## src/rtl/verinject_pkg.sv

```systemverilog
// Shared definitions for the verinject injection domain.
// Bus codes on verinject__injector_state and the controller FSM state type.
package verinject_pkg;

  // No injection this cycle.
  localparam logic [31:0] VERINJECT_STATE_IDLE  = 32'hFFFF_FFFF;
  // Wipe every memory injector FIFO.
  localparam logic [31:0] VERINJECT_STATE_CLEAR = 32'hFFFF_FFFE;

  // StAbort is the clear cycle that follows an abort; it returns to StIdle.
  typedef enum logic [2:0] {
    StIdle,
    StClear,
    StRun,
    StDone,
    StAbort
  } ctrl_state_e;

endpackage

```

## src/rtl/verinject_schedule_buffer.sv

```systemverilog
// Schedule storage for the injection controller.
// Holds (cycle, bit) entries in load order, enforces the non-decreasing cycle order and the
// legal bit range, and exposes the entry at the read pointer.
// Ports:
//   clock_i, reset_i    : clock, synchronous active-high reset
//   clear_i             : empty the schedule (wins over a same-cycle write)
//   wr_valid_i          : a load handshake completes this cycle
//   wr_cycle_i/wr_bit_i : offered entry
//   wr_store_o          : the offered entry is stored this cycle
//   wr_reject_o         : the offered entry violates range or order
//   rewind_i/advance_i  : read pointer to entry 0 / to the next entry
//   count_o             : stored entry count
//   head_valid_o        : read pointer has not reached the end
//   head_cycle_o/head_bit_o : entry at the read pointer
module verinject_schedule_buffer
  import verinject_pkg::*;
#(
  parameter int unsigned Depth      = 16,
  parameter int unsigned CycleWidth = 24,
  localparam int unsigned AddrWidth = $clog2(Depth)
) (
  input  logic                  clock_i,
  input  logic                  reset_i,
  input  logic                  clear_i,
  input  logic                  wr_valid_i,
  input  logic [CycleWidth-1:0] wr_cycle_i,
  input  logic [31:0]           wr_bit_i,
  output logic                  wr_store_o,
  output logic                  wr_reject_o,
  input  logic                  rewind_i,
  input  logic                  advance_i,
  output logic [AddrWidth:0]    count_o,
  output logic                  head_valid_o,
  output logic [CycleWidth-1:0] head_cycle_o,
  output logic [31:0]           head_bit_o
);

  logic [CycleWidth-1:0] cycle_mem [Depth];
  logic [31:0]           bit_mem   [Depth];
  logic [AddrWidth:0]    count_q;
  logic [AddrWidth:0]    rd_ptr_q;
  logic [CycleWidth-1:0] last_cycle_q;

  // Order is only checked against an entry that is still stored.
  assign wr_reject_o = (wr_bit_i >= VERINJECT_STATE_CLEAR) ||
                       ((count_q != '0) && (wr_cycle_i < last_cycle_q));
  assign wr_store_o  = wr_valid_i && !clear_i && !wr_reject_o;

  always_ff @(posedge clock_i) begin
    if (reset_i) begin
      count_q      <= '0;
      rd_ptr_q     <= '0;
      last_cycle_q <= '0;
    end else begin
      if (clear_i) begin
        count_q <= '0;
      end else if (wr_store_o) begin
        count_q      <= count_q + 1'b1;
        last_cycle_q <= wr_cycle_i;
      end
      if (clear_i || rewind_i) begin
        rd_ptr_q <= '0;
      end else if (advance_i) begin
        rd_ptr_q <= rd_ptr_q + 1'b1;
      end
    end
  end

  // Writes only happen while count_q < Depth, so the low bits address the free slot.
  always_ff @(posedge clock_i) begin
    if (wr_store_o) begin
      cycle_mem[count_q[AddrWidth-1:0]] <= wr_cycle_i;
      bit_mem[count_q[AddrWidth-1:0]]   <= wr_bit_i;
    end
  end

  assign count_o      = count_q;
  assign head_valid_o = (rd_ptr_q != count_q);
  assign head_cycle_o = cycle_mem[rd_ptr_q[AddrWidth-1:0]];
  assign head_bit_o   = bit_mem[rd_ptr_q[AddrWidth-1:0]];

endmodule

```

## src/rtl/verinject_injection_controller.sv

```systemverilog
// Schedule-driven driver of the verinject__injector_state bus.
// Software loads (cycle, bit) events; start broadcasts the clear code for one cycle and then
// replays the events cycle-accurately, at most one per cycle.
// Ports:
//   clock, reset              : clock, synchronous active-high reset
//   load_valid/load_ready     : schedule load handshake with load_cycle/load_bit
//   sched_clear               : empty schedule, clear load_error and late_count (IDLE/DONE)
//   start, abort              : begin a run / terminate a run
//   verinject__injector_state : registered state bus
//   busy, done                : run in progress / run finished
//   entry_count               : stored entries
//   late_count                : events emitted after their stamp (saturating)
//   load_error                : sticky, a load was rejected
// All outputs are registers or decodes of registers only.
module verinject_injection_controller
  import verinject_pkg::*;
#(
  parameter int unsigned SCHEDULE_DEPTH = 16,
  parameter int unsigned CYCLE_WIDTH    = 24
) (
  input  logic                          clock,
  input  logic                          reset,
  input  logic                          load_valid,
  output logic                          load_ready,
  input  logic [CYCLE_WIDTH-1:0]        load_cycle,
  input  logic [31:0]                   load_bit,
  input  logic                          sched_clear,
  input  logic                          start,
  input  logic                          abort,
  output logic [31:0]                   verinject__injector_state,
  output logic                          busy,
  output logic                          done,
  output logic [$clog2(SCHEDULE_DEPTH):0] entry_count,
  output logic [15:0]                   late_count,
  output logic                          load_error
);

  localparam int unsigned AddrWidth = $clog2(SCHEDULE_DEPTH);

  ctrl_state_e            state_q, state_d;
  logic [31:0]            bus_q, bus_d;
  logic [CYCLE_WIDTH-1:0] cnt_q, cnt_d, cnt_inc;
  logic [15:0]            late_q, late_d;
  logic                   load_error_q, load_error_d;

  logic                   idle_or_done, accept, clear_act;
  logic                   wr_store, wr_reject, rewind, advance;
  logic [AddrWidth:0]     count;
  logic                   head_valid;
  logic [CYCLE_WIDTH-1:0] head_cycle;
  logic [31:0]            head_bit;

  assign idle_or_done = (state_q == StIdle) || (state_q == StDone);
  // Depth is a power of two, so the count MSB marks a full schedule.
  assign load_ready   = idle_or_done && !count[AddrWidth];
  assign accept       = load_valid && load_ready;
  assign clear_act    = sched_clear && idle_or_done;

  verinject_schedule_buffer #(
    .Depth      (SCHEDULE_DEPTH),
    .CycleWidth (CYCLE_WIDTH)
  ) u_schedule (
    .clock_i      (clock),
    .reset_i      (reset),
    .clear_i      (clear_act),
    .wr_valid_i   (accept),
    .wr_cycle_i   (load_cycle),
    .wr_bit_i     (load_bit),
    .wr_store_o   (wr_store),
    .wr_reject_o  (wr_reject),
    .rewind_i     (rewind),
    .advance_i    (advance),
    .count_o      (count),
    .head_valid_o (head_valid),
    .head_cycle_o (head_cycle),
    .head_bit_o   (head_bit)
  );

  assign cnt_inc = (cnt_q == '1) ? cnt_q : cnt_q + 1'b1;

  // cnt_q is the run cycle n whose bus value is being computed; the CLEAR cycle computes n=0.
  always_comb begin
    state_d      = state_q;
    bus_d        = VERINJECT_STATE_IDLE;
    cnt_d        = cnt_q;
    late_d       = late_q;
    load_error_d = load_error_q;
    rewind       = 1'b0;
    advance      = 1'b0;
    unique case (state_q)
      StIdle, StDone: begin
        if (clear_act) begin
          late_d       = '0;
          load_error_d = 1'b0;
        end else if (accept && wr_reject) begin
          load_error_d = 1'b1;
        end
        // A same-cycle store counts toward a non-empty schedule.
        if (start && !sched_clear && ((count != '0) || wr_store)) begin
          state_d = StClear;
          bus_d   = VERINJECT_STATE_CLEAR;
          cnt_d   = '0;
          rewind  = 1'b1;
        end
      end
      StClear, StRun: begin
        if ((state_q == StRun) && abort) begin
          state_d = StAbort;
          bus_d   = VERINJECT_STATE_CLEAR;
        end else if (!head_valid) begin
          state_d = StDone;
        end else begin
          state_d = StRun;
          cnt_d   = cnt_inc;
          if (head_cycle <= cnt_q) begin
            bus_d   = head_bit;
            advance = 1'b1;
            if ((head_cycle < cnt_q) && (late_q != '1)) begin
              late_d = late_q + 16'd1;
            end
          end
        end
      end
      StAbort: state_d = StIdle;
      default: state_d = StIdle;
    endcase
  end

  always_ff @(posedge clock) begin
    if (reset) begin
      state_q      <= StIdle;
      bus_q        <= VERINJECT_STATE_IDLE;
      cnt_q        <= '0;
      late_q       <= '0;
      load_error_q <= 1'b0;
    end else begin
      state_q      <= state_d;
      bus_q        <= bus_d;
      cnt_q        <= cnt_d;
      late_q       <= late_d;
      load_error_q <= load_error_d;
    end
  end

  assign verinject__injector_state = bus_q;
  assign busy        = (state_q == StClear) || (state_q == StRun) || (state_q == StAbort);
  assign done        = (state_q == StDone);
  assign entry_count = count;
  assign late_count  = late_q;
  assign load_error  = load_error_q;

endmodule

```

## config.mk

```make
export PLATFORM = sky130hd
export DESIGN_NAME = verinject_injection_controller
export DESIGN_NICKNAME = d
export VERILOG_FILES = /design/src/rtl/verinject_pkg.sv /design/src/rtl/verinject_schedule_buffer.sv /design/src/rtl/verinject_injection_controller.sv
export SDC_FILE = /design/constraint.sdc
export NUM_CORES = 1
export LEC_CHECK = 0
export ABC_AREA = 0
export CAP_MARGIN = 20
export CELL_PAD_IN_SITES_DETAIL_PLACEMENT = 0
export CELL_PAD_IN_SITES_GLOBAL_PLACEMENT = 1
export CORE_ASPECT_RATIO = 0.5
export CORE_UTILIZATION = 54
export DETAILED_ROUTE_END_ITERATION = 8
export PLACE_DENSITY = 0.83
export SYNTH_ARGS = -nofsm -noshare
export SYNTH_HDL_FRONTEND = slang
export SYNTH_HIERARCHICAL = 1
export SYNTH_SLANG_ARGS = --single-unit
```

## constraint.sdc

```tcl
create_clock -name clock -period 4.7 [get_ports clock]
set_input_delay 0.47 -clock clock [delete_from_list [all_inputs] [get_ports clock]]
set_output_delay 0.47 -clock clock [all_outputs]
set_load 0.02 [all_outputs]
```

# Word-level counts from Yosys, hierarchy flattened
# Memory sizes are Yosys's and may differ from the RTL's. A register that Yosys moved wholly into a read port is not among the register bits.
# Cells that the tools add are included.
# op_classes
addsub,4
n_mul,0
n_div,0
order_cmp,4
eq_ne,14
n_shift,0
muxes,34
n_bitwise,1
reduce_logical,33
# ops
cell,count
two-way mux 24 bit,4
two-way mux 32 bit,3
two-way mux 16 bit,5
one-hot mux 32 bit (2 select lines),1
less-than comparator 24 bit,2
one-hot mux 24 bit (2 select lines),1
"greater-or-equal comparator 32 bit, second input constant",1
one-hot mux 16 bit (2 select lines),1
"adder 24 x 1 -> 24 bit, second input constant",1
"== test 24 bit, second input constant",1
less-or-equal comparator 24 bit,1
"adder 16 x 1 -> 16 bit, second input constant",1
two-way mux 4 bit,4
"!= test 16 bit, second input constant",1
two-way mux 1 bit,12
"!= test 2 bit, second input constant",6
logical AND 1 bit,11
"adder 5 x 1 -> 5 bit, second input constant",2
OR reduction 2 bit,4
"== test 3 x 2 -> 1 bit, second input constant",2
logical OR 1 bit,6
two-way mux 3 bit,2
one-hot mux 3 bit (2 select lines),1
AND reduction 6 bit,1
other kinds (11),16
# totals
reg_bits,110
latch_bits,0
ramBits,896
rom_bits,0
inputBits,62
output_inout_bits,57
elab_cells,100
n_memories,2
# memory_table
memory,depth,word_bits,read_ports,rd_clocked_by_memory_dff,wr,line,text
u_schedule.bit_mem,16,32,1,1,1,verinject_schedule_buffer.sv:39,logic [31:0] bit_mem [Depth];
u_schedule.cycle_mem,16,24,1,1,1,verinject_schedule_buffer.sv:38,logic [CycleWidth-1:0] cycle_mem [Depth];

# Longest topological paths before layout
# Gate-level depths: netlist (run 1).
# logic_depth
depth_word,13
ltp_mapped,17
mapped_depth_nobuf,14

# Cells and area by module
# Netlist (run 1), hierarchy kept.
# by_module_without_submodules
module,n_inst,cells_each,area_each_um2
verinject_schedule_buffer,1,1536,35909.4
verinject_injection_controller,1,432,3684.8

# Worst setup path after synthesis (run 1)
# OpenSTA, ideal clock, no wires.
# synth_path
path_type,reg2reg
start,register with a tool-made name
end,"register late_q[12], in the netlist late_count[12]"
setup_ps,70
t_arrival_ps,3907
required_time_ps,4630
setup_slack_ps,723
path_stages_with_launch,15
n_path_buf,4
period_less_slack_ps,3977
cell_sequence,dfxtp_1 -> buf_2 -> clkbuf_1 -> clkbuf_1 -> mux4_2 -> mux4_2 -> ha_1 -> a211oi_2 -> nor2_1 -> o311ai_1 -> nand3_1 -> o31a_1 -> buf_2 -> or4b_1 -> a21oi_1
# synth_rtl
item,line,text
to (signal assigned),verinject_injection_controller.sv:140,late_q <= late_d;
to (decl),verinject_injection_controller.sv:43,"logic [15:0] late_q, late_d;"

==> results.toml, run 1 <==
[clock_network]
cts_resized = 0
numCtsBuffers = 86
path_clk_slew_ns = 0.07
cts_root_buffer = "clkbuf_16"
clkLatencyLatePin_ns = 0.65
cts_tree = "built"
postCtsSetupBuffers = 0
cts_sinks = 1010
htree_levels = 3
cts_hold_buffers = 0
clk_path_buf_depth = 3

[yosys]
synthFlopType = "edfxtp_1"
async_flop_share = 0
synth_cell_type_count = 61
synth.avg_cell_area_um2 = 20.1
netlist.top_cell.by_area = "edfxtp_1"
synth_cells = 1968
synth-seq-area-share = 0.737
synth_top_area_frac = 0.680
syn_area_um2 = 39600
synth_most_common_cell = "edfxtp_1"
ys_seq_elements = 1010
synth_area_leaders = "edfxtp_1 (68%), mux4_2 (16%), dfxtp_1 (5.8%)"
ys_warn_count = 6
synth_commonest_cells = "edfxtp_1 (896), mux4_2 (280), dfxtp_1 (114)"
synth-edff-count = 896
synth_nets = 2084

[timing]
fmax_mhz = 228
fin_setup_tns_ns = 0
fin_crit_ns = 4.39
maxSlewViolCount = 0
rsz0062_at_grt = "false"
hold_viol = 0
skew_ns = 0.0240
tightest_slew_ns = 0.953
period_share = 0.934
setup_viol = 0
max_slew_margin = 0.365

[grt]
antenna_found_initial = 0
grt_pass1_vias = 20800
grt_first_pass_wirelength_mm = 136
overflow = 0
grt_max_degree = 62
grt.total_usage = 0.252

[finish]
area_growth_syn_to_layout_pct = 15.8
instances_no_fill = 3235
final_nets = 2323
fillerInstances = 4627
num_antenna_cells = 0
drive_gt1_frac = 0.253

[pwr]
power.density_nw_per_um2 = 393
p_leak_nw = 14.2
vdd_drop_max_v = 0.000237

[route]
wl_mm = 91.6
via_per_inst = 6.30
drtPass1Iterations = 5
avgRoutedWirePerCell_um = 28.3
vias = 20400
drtIter0Drc = 2379
drcViolationCount = 0
ant_nets = 0

[die]
start_util = 0.552
die_height_um = 193
die_area_um2 = 74500
core_um2 = 71700
dieWidth_um = 385
fp-row-count = 69
io_pins = 119

[placed_design]
gp_congestion = 0.810
dp_hpwl_mm = 51.9
dp.cells = 3076
port_buffers = 118

[run_status]
status = "completed"

[worst_setup_path]
cp.required_ns = 5.27
timing.critical_path.to_type = "flop"
cp.arrival_ns = 4.96
path_max_fanout = 29
criticalPathCategory = "flop to flop"
cp-start-kind = "flop"

[run]
max_cap_violations = 0

[worst_hold_path]
hold_class = "flop to flop"
-- layout by cell type, fill, tap and decap left out, drive strengths merged, types with 23 or more instances in the layout --
master           n
o21ai           46
nand2           44
edfxtp         896
and3            25
clkdlybuf4s50  118
mux4           280
clkinv          38
xnor2           23
clkbuf         103
nand3           42
nor2            52
ha              54
nand4           38
or3             43
a21oi           63
buf            132
inv             58
dfxtp          114
-- cells by family after synthesis --
family,Yosys count,synth area share
DFF,1010,0.737
buffers and inverters,155,0.0180
and+or+nand+nor,292,0.0393
xor gates and xnor gates,30,0.00664
AOI/OAI and AO/OA,144,0.0217
adders and majority gates,54,0.0171
muxes,283,0.160
-- through the flow --
step                hold WS (ns)  setup WS (ns)  power [W]   util  cell area, um2
global placement           0.457          0.265     0.0109  0.599           42900
floorplan                  0.449          0.723     0.0105      -           39600
CTS                        0.477          0.232     0.0181  0.639           45800
detailed placement         0.468          0.210     0.0110  0.599           43000
global route               0.505         0.0380     0.0185  0.639           45800
finish                     0.476          0.308     0.0180  0.639           45800
-- sequential cells by signal, summed over array words and instances (netlist names), named ones only --
register	cells
cnt_q	24
u_schedule/count_o	5
u_schedule/cycle_mem	384
u_schedule/rd_ptr_q	5
verinject__injector_state	32
late_count	16
load_error	1
u_schedule/last_cycle_q	24
u_schedule/bit_mem	512
state_q	3
-- routing by layer --
metal	GRT usage	routed length, um
met4	0.0553	1690
met5	0	0
met3	0.0411	7180
met1	0.356	36600
met2	0.418	46200
-- worst max-delay path, stage by stage (launching register included) --
cell	delay (ns)
dfxtp_4	0.48
buf_4	0.36
mux4_2	0.55
mux4_2	0.54
ha_1	0.32
nand4_1	0.18
nor2_1	0.08
a221oi_1	0.37
nand3_1	0.22
o31a_1	0.34
buf_4	0.21
or4b_1	0.51
a21oi_1	0.14
-- cell type report --
cell class	instances	area [um2]	share of cell area
clock inverters	55	551	0.0120
clock buffers	103	2300	0.0501
well taps	958	1200	0.0261
inverters	56	210	0.00459
repair buffers	250	2610	0.0570
flip-flops and latches	1010	29200	0.637
multi-input cells	803	9770	0.213
-- path summary, 6_finish.rpt --
check / startpoint / cells after the start / slack (ns) / endpoint
worst max-delay path: flop / 12 / 0.31 / late_count[12]$_SDFFE_PP0P_
worst min-delay path: u_schedule/last_cycle_q[4]$_SDFFE_PP0P_ / 2 / 0.48 / u_schedule/last_cycle_q[4]$_SDFFE_PP0P_
worst min register to register: u_schedule/last_cycle_q[4]$_SDFFE_PP0P_ / 2 / 0.48 / u_schedule/last_cycle_q[4]$_SDFFE_PP0P_
worst max register to register: flop / 12 / 0.31 / late_count[12]$_SDFFE_PP0P_
-- where the power goes --
group | switching [W] | internal (W)
clock network | 0.00317 | 0.00406
registers | 0.0000408 | 0.00987
logic | 0.000534 | 0.000354
total | 0.00375 | 0.0143
Power figures use the tool's default switching activity.
==> run 2, diff against run 1 <==
--- a/config.mk
+++ b/config.mk
@@ -13,6 +13,7 @@
 export CORE_UTILIZATION = 54
 export DETAILED_ROUTE_END_ITERATION = 8
 export PLACE_DENSITY = 0.83
+export RECOVER_POWER = 100
 export SYNTH_ARGS = -nofsm -noshare
 export SYNTH_HDL_FRONTEND = slang
 export SYNTH_HIERARCHICAL = 1
==> run 2 against run 1 <==
Compared with the run above:
- the run now ends with capacitance limit, slew limit left
- sequential share of layout area rose by 0.78 points
- sequential cell count stayed put
- largest cell class unchanged
- sequential power about the same
- critical endpoint is now u_schedule/cycle_mem[15][10]$_DFFE_PP_
- combinational power is 5.9% lower
- via count down 0.27%
- largest power group unchanged
- clock-buffer cell count stayed put
==> results.toml, run 2 (synthesized netlist as in run 1, its figures left out) <==
[timing]
setup_viol = 0
max_slew_margin = -0.255
tightest_slew_ns = 1.88
period_share = 0.949
fin_setup_tns_ns = 0
hold_slack_ns = 0.477
hold_viol = 0
maxSlewViolCount = 93
skew_ns = 0.0256
rsz0062_at_grt = "false"
layout_setup_ws_ns = 0.240
fin_crit_ns = 4.46
fmax_mhz = 224

[pwr]
p_leak_nw = 13.9
power.density_nw_per_um2 = 397
power_w = 0.0180
vdd_drop_max_v = 0.000237

[run]
max_cap_violations = 4

[clock_network]
cts_sinks = 1010
path_clk_slew_ns = 0.07
htree_levels = 3
cts_tree = "built"
cts_root_buffer = "clkbuf_16"
cts_hold_buffers = 0
clkLatencyLatePin_ns = 0.65
clk_path_buf_depth = 3
postCtsSetupBuffers = 0
numCtsBuffers = 86
cts_resized = 0

[grt]
grt_pass1_vias = 20800
grt.total_usage = 0.252
overflow = 0
grt_max_degree = 62
grt_first_pass_wirelength_mm = 136
antenna_found_initial = 2

[placed_design]
dp_worst_setup_slack_ns = 0.210
dp_hpwl_mm = 51.9
gp_congestion = 0.810
port_buffers = 118

[die]
io_pins = 119
dieWidth_um = 385
die_area_um2 = 74500
start_util = 0.552
die_height_um = 193
fp-row-count = 69
core_um2 = 71700

[finish]
drive_gt1_frac = 0.216
layout_common_cells = "edfxtp_1 (896), mux4_2 (280), dlygate4sd3_1 (113)"
largest_reg_flops = 512
final_common_cell = "edfxtp_1"
area_growth_syn_to_layout_pct = 14.4
num_antenna_cells = 0
fillerInstances = 4746
final_nets = 2323

[worst_setup_path]
ff2ff_path_depth = 9
critPathBufInv = 3
criticalPathCategory = "flop to flop"
reg2reg_setup_slack_ns = 0.24
cp.depth = 9
r2r-start = "u_schedule/count_o[0]$_SDFFE_PP0P_"
critPathTopFamily = "simple AND/OR/NAND/NOR gates"
slowest_delay_ns = 0.89
cp-start-kind = "flop"
crit_chain = "inv_1, ha_1, nor4b_1, a2111oi_0, o211a_4, nor2_1, clkbuf_1, and3_1, clkbuf_4"
cp-startpoint = "u_schedule/count_o[0]$_SDFFE_PP0P_"
timing.critical_path.to_type = "flop"
cp.required_ns = 4.97
cpMaxStageDelayCell = "and3_1"
path_max_fanout = 27
endpoint = "u_schedule/cycle_mem[15][10]$_DFFE_PP_"
rr_endpoint = "u_schedule/cycle_mem[15][10]$_DFFE_PP_"
cp.arrival_ns = 4.73

[route]
ant_nets = 0
via_per_inst = 6.28
drtIter0Drc = 2408
drtPass1Iterations = 5
wl_mm = 91.7
drcViolationCount = 0
avgRoutedWirePerCell_um = 28.3
vias = 20300

[worst_hold_path]
hold_class = "flop to flop"

[run_status]
status = "finished with violations"
violations = "capacitance limit, slew limit"
## run 2: how the worst min path moves through the flow
stage	cells past startpoint	slack (ns)	endpoint	startpoint
CTS	2	0.48	u_schedule/last_cycle_q[19]$_SDFFE_PP0P_	u_schedule/last_cycle_q[19]$_SDFFE_PP0P_
global placement	2	0.46	u_schedule/last_cycle_q[0]$_SDFFE_PP0P_	u_schedule/last_cycle_q[0]$_SDFFE_PP0P_
detailed placement	2	0.47	u_schedule/last_cycle_q[19]$_SDFFE_PP0P_	u_schedule/last_cycle_q[19]$_SDFFE_PP0P_
finish	2	0.48	u_schedule/last_cycle_q[11]$_SDFFE_PP0P_	u_schedule/last_cycle_q[11]$_SDFFE_PP0P_
global route	2	0.51	u_schedule/last_cycle_q[10]$_SDFFE_PP0P_	u_schedule/last_cycle_q[10]$_SDFFE_PP0P_
floorplan	2	0.45	u_schedule/last_cycle_q[0]$_SDFFE_PP0P_	u_schedule/last_cycle_q[0]$_SDFFE_PP0P_
## run 2: area by class of cell
type	instances	area (um2)	area share
tap	958	1200	0.0265
inverter	56	210	0.00464
clock inverter	55	551	0.0122
timing repair buffer	250	2150	0.0476
sequential	1010	29200	0.645
clock buffer	103	2300	0.0507
multi-input combinational	803	9680	0.214
## run 2: report_power, final
group          internal [W]  switching, W
Combinational      0.000308      0.000527
Sequential          0.00987     0.0000406
Clock               0.00406       0.00318
Total                0.0142       0.00375
## run 2: metrics by stage
stage               instances  cell area (um2)   util
detailed placement       3076            43000  0.599
CTS                      3234            45800  0.639
floorplan                1968            39600      -
global placement         3075            42900  0.599
global route             3235            45300  0.631
finish                   3235            45300  0.631
## run 2: worst reg2reg max path, stage by stage, from the launching register on
cell and delay (ns):
dfxtp_1 0.40, inv_1 0.17, ha_1 0.32, nor4b_1 0.48, a2111oi_0 0.20, o211a_4 0.20
nor2_1 0.12, clkbuf_1 0.50, and3_1 0.90, clkbuf_4 0.78
## run 2: routing by layer
metal / GRT usage / wire length (um)
met1: 0.356 / 36700
met2: 0.418 / 46200
met3: 0.0411 / 7120
met4: 0.0553 / 1650
met5: 0 / 12
==> run 3, diff against run 2 <==
--- a/config.mk
+++ b/config.mk
@@ -14,6 +14,7 @@
 export DETAILED_ROUTE_END_ITERATION = 8
 export PLACE_DENSITY = 0.83
 export RECOVER_POWER = 100
+export SKIP_CTS_REPAIR_TIMING = 1
 export SYNTH_ARGS = -nofsm -noshare
 export SYNTH_HDL_FRONTEND = slang
 export SYNTH_HIERARCHICAL = 1
==> results of run 3 <==
Same layout as run 2: the final DEF is identical, and so are final timing and power.
==> RTL change 1: new RTL, flow settings as in run 1 <==
Set the parameter `SCHEDULE_DEPTH` to 8 (it was 16).
--- a/src/rtl/verinject_injection_controller.sv
+++ b/src/rtl/verinject_injection_controller.sv
@@ -15,7 +15,7 @@
 module verinject_injection_controller
   import verinject_pkg::*;
 #(
-  parameter int unsigned SCHEDULE_DEPTH = 16,
+  parameter int unsigned SCHEDULE_DEPTH = 8,
   parameter int unsigned CYCLE_WIDTH    = 24
 ) (
   input  logic                          clock,
Ports: changed (resized entry_count); port bits go from 119 to 118. The function was not compared with the original's and may differ.
==> RTL change 1 against run 1 <==
- sequential power decreased by 45%
- count of clock-buffer cells in the layout decreased by 33
- global-route usage decreased by 1.9 points
- design area decreased by 43%
- setup slack improved by 0.18 ns
- power decreased by 45%
- wire length decreased by 46%
- synthesized area decreased by 43%
- die area decreased by 42%
- clock power decreased by 47%
- critical endpoint is now late_count[13]$_SDFFE_PP0P_
- sequential cell count decreased by 451
==> RTL change 1: results (changes against run 1) <==
Parameter                              Value

Routing
  Met2 wire length    24,020 µm (was 46,170 µm)
  Routed met3 length    2470 µm (was 7175 µm)
  Routed wire per std cell    23.78 µm (was 28.33 µm)
  Total vias in the final route    12,480 (was 20,390)
  Number of violations reported at the end of detailed-routing iteration 0    1,094 (was 2,379)
  Length of routed wiring on met1    21,640 µm (was 36,600 µm)

Timing
  Setup clock skew after layout    0.02551 ns (was 0.02396 ns)
  Headroom to the max-slew limit    0.3615 (was 0.3646)

Power
  Leakage power of the design    8.181 nW (was 14.21 nW)
  Maximum resistive drop on vdd    0.0002534 V (was 0.0002373 V)

Global route
  Largest net degree at the start of global routing    53 (was 62)
  Met3 GRT Util    0.03646 (was 0.04106)
  First-pass GRT wire length    74,910 µm (was 136,500 µm)
  Total global-route track usage    0.2335 (was 0.2521)
  Met2 demand-to-capacity share in global routing    0.3830 (was 0.4178)
  Met1 routing resource usage after global routing    0.3282 (was 0.3562)

Synth
  Post-Syn Nets    1,464 (was 2,084)
  Post-Synthesis Cells    1,350 (was 1,968)
  Number of enable flip-flop cells after synthesis    448 (was 896)
  Share of the yosys chip area belonging to registers    0.6919 (was 0.7372)
  Synth top area cells    sky130_fd_sc_hd__edfxtp_1, sky130_fd_sc_hd__mux4_2, sky130_fd_sc_hd__dfxtp_1, sky130_fd_sc_hd__ha_1, sky130_fd_sc_hd__mux2_2 (was sky130_fd_sc_hd__edfxtp_1, sky130_fd_sc_hd__mux4_2, sky130_fd_sc_hd__dfxtp_1, sky130_fd_sc_hd__ha_1, sky130_fd_sc_hd__a21oi_1)
  Count of distinct cell types in the synthesized netlist    66 (was 61)
  Most instantiated cells after synthesis    sky130_fd_sc_hd__edfxtp_1, sky130_fd_sc_hd__mux4_2, sky130_fd_sc_hd__dfxtp_1 (unchanged)

Setup path
  Capturing point of the worst reg2reg path    late_count[13]$_SDFFE_PP0P_ (was late_count[12]$_SDFFE_PP0P_)
  WP data arrival    4.72 ns (was 4.96 ns)
  Largest fanout on the critical path    28 (was 29)
  Setup slack of the most critical reg-to-reg path    0.48 ns (was 0.31 ns)

Place
  Placed cell count    1,985 (was 3,076)
  Detail Placement HPWL    29,160 µm (was 51,880 µm)
  Number of port buffers    117 (was 118)
  Placer congestion estimate    0.8299 (was 0.8099)

Run status
  Outcome    completed (unchanged)

Layout
  Proportion of layout cells with a drive suffix above 1    0.1950 (was 0.2530)
  Flip-flop count of the largest register, all copies and words added    256 (was 512)
  Final nets    1,609 (was 2,323)

CTS
  TritonCTS buffer count    48 (was 86)
  Clock network latency to the later pin of the worst-skew pair    0.58 ns (was 0.65 ns)
  H-tree Lvls    2 (was 3)

Min path
  Hold EP    u_schedule/last_cycle_q[1]$_SDFFE_PP0P_ (was u_schedule/last_cycle_q[4]$_SDFFE_PP0P_)
  Startpoint of the worst hold path    u_schedule/last_cycle_q[1]$_SDFFE_PP0P_ (was u_schedule/last_cycle_q[4]$_SDFFE_PP0P_)
-- RTL change 1: cell count changes in the layout (fill, tap and decap cells not counted), moves of 20 or more --
cell / change
sky130_fd_sc_hd__clkbuf_16: -40
sky130_fd_sc_hd__o21ai_0: -24
sky130_fd_sc_hd__o21ai_1: +26
sky130_fd_sc_hd__clkinv_2: -20
sky130_fd_sc_hd__mux2_2: +56
sky130_fd_sc_hd__buf_12: -25
sky130_fd_sc_hd__edfxtp_1: -448
sky130_fd_sc_hd__buf_4: -61
sky130_fd_sc_hd__mux4_2: -168
-- RTL change 1: through the flow --
step                cell area [µm²]  setup WS, ns  hold slack [ns]  setup TNS [ns]
detailed placement            24640        0.3152           0.4749               0
floorplan                     22660       -0.7884           0.4539          -88.47
CTS                           26140        0.4484           0.4857               0
global route                  26140        0.2306           0.5021               0
global placement              24640        0.4179           0.4626               0
finish                        26140        0.4833           0.4855               0
-- RTL change 1: final cells by class --
type                       count  area [µm²]
tap                          540       675.6
multi-input combinational    671        6491
clock inverter                18       175.2
timing repair buffer         161        1589
fill                        2849       14720
sequential                   559       15680
inverter                      54       202.7
clock buffer                  70        1324
-- RTL change 1: cell families after synthesis --
kind of cell	share of synthesized area
xor gates and xnor gates	0.01005
DFF	0.6919
adders and majority gates	0.02872
AOI/OAI and AO/OA	0.03750
muxes	0.1410
and+or+nand+nor	0.06688
buffers and inverters	0.02391
-- RTL change 1: worst max path at each step --
stage	end	slack [ns]	depth (start not counted)	startpoint
after floorplan	u_schedule/bit_mem[1][0]$_DFFE_PP_	-0.79	7	load_cycle[22]
after global placement	cnt_q[9]$_SDFFE_PP0P_	0.42	14	load_cycle[21]
after detailed placement	cnt_q[9]$_SDFFE_PP0P_	0.32	14	load_cycle[21]
after CTS	late_count[13]$_SDFFE_PP0P_	0.45	12	flop
after global routing	late_count[15]$_SDFFE_PP0P_	0.23	12	flop
final	late_count[13]$_SDFFE_PP0P_	0.48	12	flop
-- RTL change 1: report_power, final --
part	switching [mW]	internal [mW]	leakage, nW
registers	0.0334	5.44	4.95
clock network	1.71	2.12	0.720
logic	0.395	0.262	2.51
total	2.14	7.82	8.18
-- RTL change 1: critical path, stage by stage (launching register included) --
cell and delay, ns:
sky130_fd_sc_hd__dfxtp_4 0.54, sky130_fd_sc_hd__buf_12 0.28, sky130_fd_sc_hd__mux4_2 0.52, sky130_fd_sc_hd__mux2_2 0.28
sky130_fd_sc_hd__ha_1 0.31, sky130_fd_sc_hd__a21oi_1 0.13, sky130_fd_sc_hd__o21ai_0 0.16, sky130_fd_sc_hd__a221oi_1 0.45
sky130_fd_sc_hd__nand3_1 0.22, sky130_fd_sc_hd__o31a_1 0.34, sky130_fd_sc_hd__buf_4 0.21, sky130_fd_sc_hd__or4_1 0.49
sky130_fd_sc_hd__a21oi_1 0.17
==> RTL change 2: new RTL, config.mk and constraints of run 1 <==
Made on the original files. Put a register stage on the output `entry_count`, with the module's reset. The value now appears one clock later. The other outputs are not delayed to match.
--- a/src/rtl/verinject_injection_controller.sv
+++ b/src/rtl/verinject_injection_controller.sv
@@ -145,7 +145,13 @@
   assign verinject__injector_state = bus_q;
   assign busy        = (state_q == StClear) || (state_q == StRun) || (state_q == StAbort);
   assign done        = (state_q == StDone);
-  assign entry_count = count;
+  always_ff @(posedge clock) begin
+    if (reset) begin
+      entry_count <= '0;
+    end else begin
+      entry_count <= count;
+    end
+  end
   assign late_count  = late_q;
   assign load_error  = load_error_q;
 
Function: changed (a bounded check fails within 4 cycles, from zero or initial values and one cycle with reset high).
==> RTL change 2 against run 1 <==
- sequential cell count up 5
- power increased by 0.28%
- largest power group unchanged
- sequential share of layout area rose by 0.25 points
- design area barely moved
- cell count up 0.19%
- non-clock buffer count down 27
- wire length rose by 1.1%
- largest cell class unchanged
- setup slack got worse by 0.057 ns
- via count grew 0.59%
- synthesized area rose by 0.71%
==> RTL change 2: results (changes against run 1) <==
Parameter                              Value

Global route
  Largest net degree at the start of global routing    59 (was 62)
  First-pass GRT wire length    136,400 µm (was 136,500 µm)
  Total global-route track usage    0.2523 (was 0.2521)
  Number of global-route vias before repair    20,550 (was 20,820)

Run status
  Outcome    completed (unchanged)

Synth
  Mapped Avg Cell Area    20.07 µm² (was 20.12 µm²)
  Synth top area cells    sky130_fd_sc_hd__edfxtp_1, sky130_fd_sc_hd__mux4_2, sky130_fd_sc_hd__dfxtp_1, sky130_fd_sc_hd__ha_1, sky130_fd_sc_hd__a21oi_1 (unchanged)
  Share of the yosys chip area belonging to registers    0.7345 (was 0.7372)
  Most instantiated cells after synthesis    sky130_fd_sc_hd__edfxtp_1, sky130_fd_sc_hd__mux4_2, sky130_fd_sc_hd__dfxtp_1 (unchanged)
  Post-Syn Nets    2,103 (was 2,084)
  Count of distinct cell types in the synthesized netlist    59 (was 61)

Place
  Placed cell count    3,084 (was 3,076)
  Area of placed instances    42,970 µm² (about the same)
  Detail Placement HPWL    51,370 µm (was 51,880 µm)
  Placer congestion estimate    0.8076 (was 0.8099)
  Dpl ws    0.3056 ns (was 0.2098 ns)

Setup path
  WP data arrival    4.98 ns (was 4.96 ns)
  Largest fanout on the critical path    22 (was 29)
  Peak per-stage delay on the critical path    about 0.56 ns

Routing
  Routed wire per std cell    28.60 µm (was 28.33 µm)
  Number of violations reported at the end of detailed-routing iteration 0    2,198 (was 2,379)
  Vias per std cell    6.327 (was 6.301)

Timing
  Headroom to the max-slew limit    0.4259 (was 0.3646)
  Setup clock skew after layout    0.04507 ns (was 0.02396 ns)

CTS
  TritonCTS buffer count    86 (unchanged)
  Max Root-Sink Buffers    3 (unchanged)
  Clock network latency to the later pin of the worst-skew pair    0.67 ns (was 0.65 ns)

Layout
  Final nets    2,316 (was 2,323)
  Final Instance Count excl. Fillers    3,241 (was 3,235)
  Layout filler cell count    4,845 (was 4,627)
  Proportion of layout cells with a drive suffix above 1    0.2411 (was 0.2530)
  Flip-flop count of the largest register, all copies and words added    512 (unchanged)

Power
  Leakage power of the design    14.12 nW (was 14.21 nW)
  Maximum resistive drop on vdd    0.0002957 V (was 0.0002373 V)
[RTL change 2: path summary, 6_finish.rpt]
kind | from | endpoint | slack [ns] | cells past startpoint
hold reg to reg | u_schedule/last_cycle_q[19]$_SDFFE_PP0P_ | u_schedule/last_cycle_q[19]$_SDFFE_PP0P_ | 0.48 | 2
setup reg to reg | flop | flop | 0.25 | 12
setup / recovery | flop | flop | 0.25 | 12
hold / removal | u_schedule/last_cycle_q[19]$_SDFFE_PP0P_ | u_schedule/last_cycle_q[19]$_SDFFE_PP0P_ | 0.48 | 2
[RTL change 2: cells by family (layout without fill, tap and decap cells)]
kind of cell / count (synthesis) / after routing / synth area share
buffers and inverters: 153 / 435 / 0.01804
and+or+nand+nor: 300 / 300 / 0.04186
xor gates and xnor gates: 27 / 27 / 0.006119
AOI/OAI and AO/OA: 155 / 155 / 0.02366
adders and majority gates: 54 / 54 / 0.01694
muxes: 283 / 283 / 0.1589
DFF: 1015 / 1015 / 0.7345
[RTL change 2: power breakdown]
| group | switching, mW | leakage [nW] | internal, mW |
|---|---|---|---|
| registers | 0.0419 | 9.04 | 9.91 |
| clock network | 3.23 | 1.40 | 4.06 |
| logic | 0.510 | 3.68 | 0.322 |
[RTL change 2: layout make-up]
cell class              count  area [µm²]  area share
multi-input cells         819        9970      0.2176
clock buffers             121        2416     0.05272
well taps                 972        1216     0.02654
clock inverters            36       444.2    0.009693
inverters                  55       206.4    0.004505
repair buffers            223        2270     0.04953
flip-flops and latches   1015       29300      0.6395
[RTL change 2: worst max-delay path, delay by kind of cell, from the launching register on]
kind                       cells  cell delay (ns)
xor gates and xnor gates       1             0.17
DFF                            1             0.45
muxes                          2             1.11
buffers and inverters          1             0.42
adders and majority gates      1             0.34
AOI/OAI and AO/OA              1             0.25
and+or+nand+nor                6             1.58
[RTL change 2: routing by layer]
layer | part of all wire | vias up | track usage | routed length [µm]
met5 | 0 | - | 0 | 0
met4 | 0.029 | 0 | 0.07655 | 2709
met3 | 0.083 | 162 | 0.04619 | 7666
met2 | 0.48 | 1002 | 0.3959 | 44920
met1 | 0.40 | 10750 | 0.3645 | 37380
li1 | - | 8593 | - | -
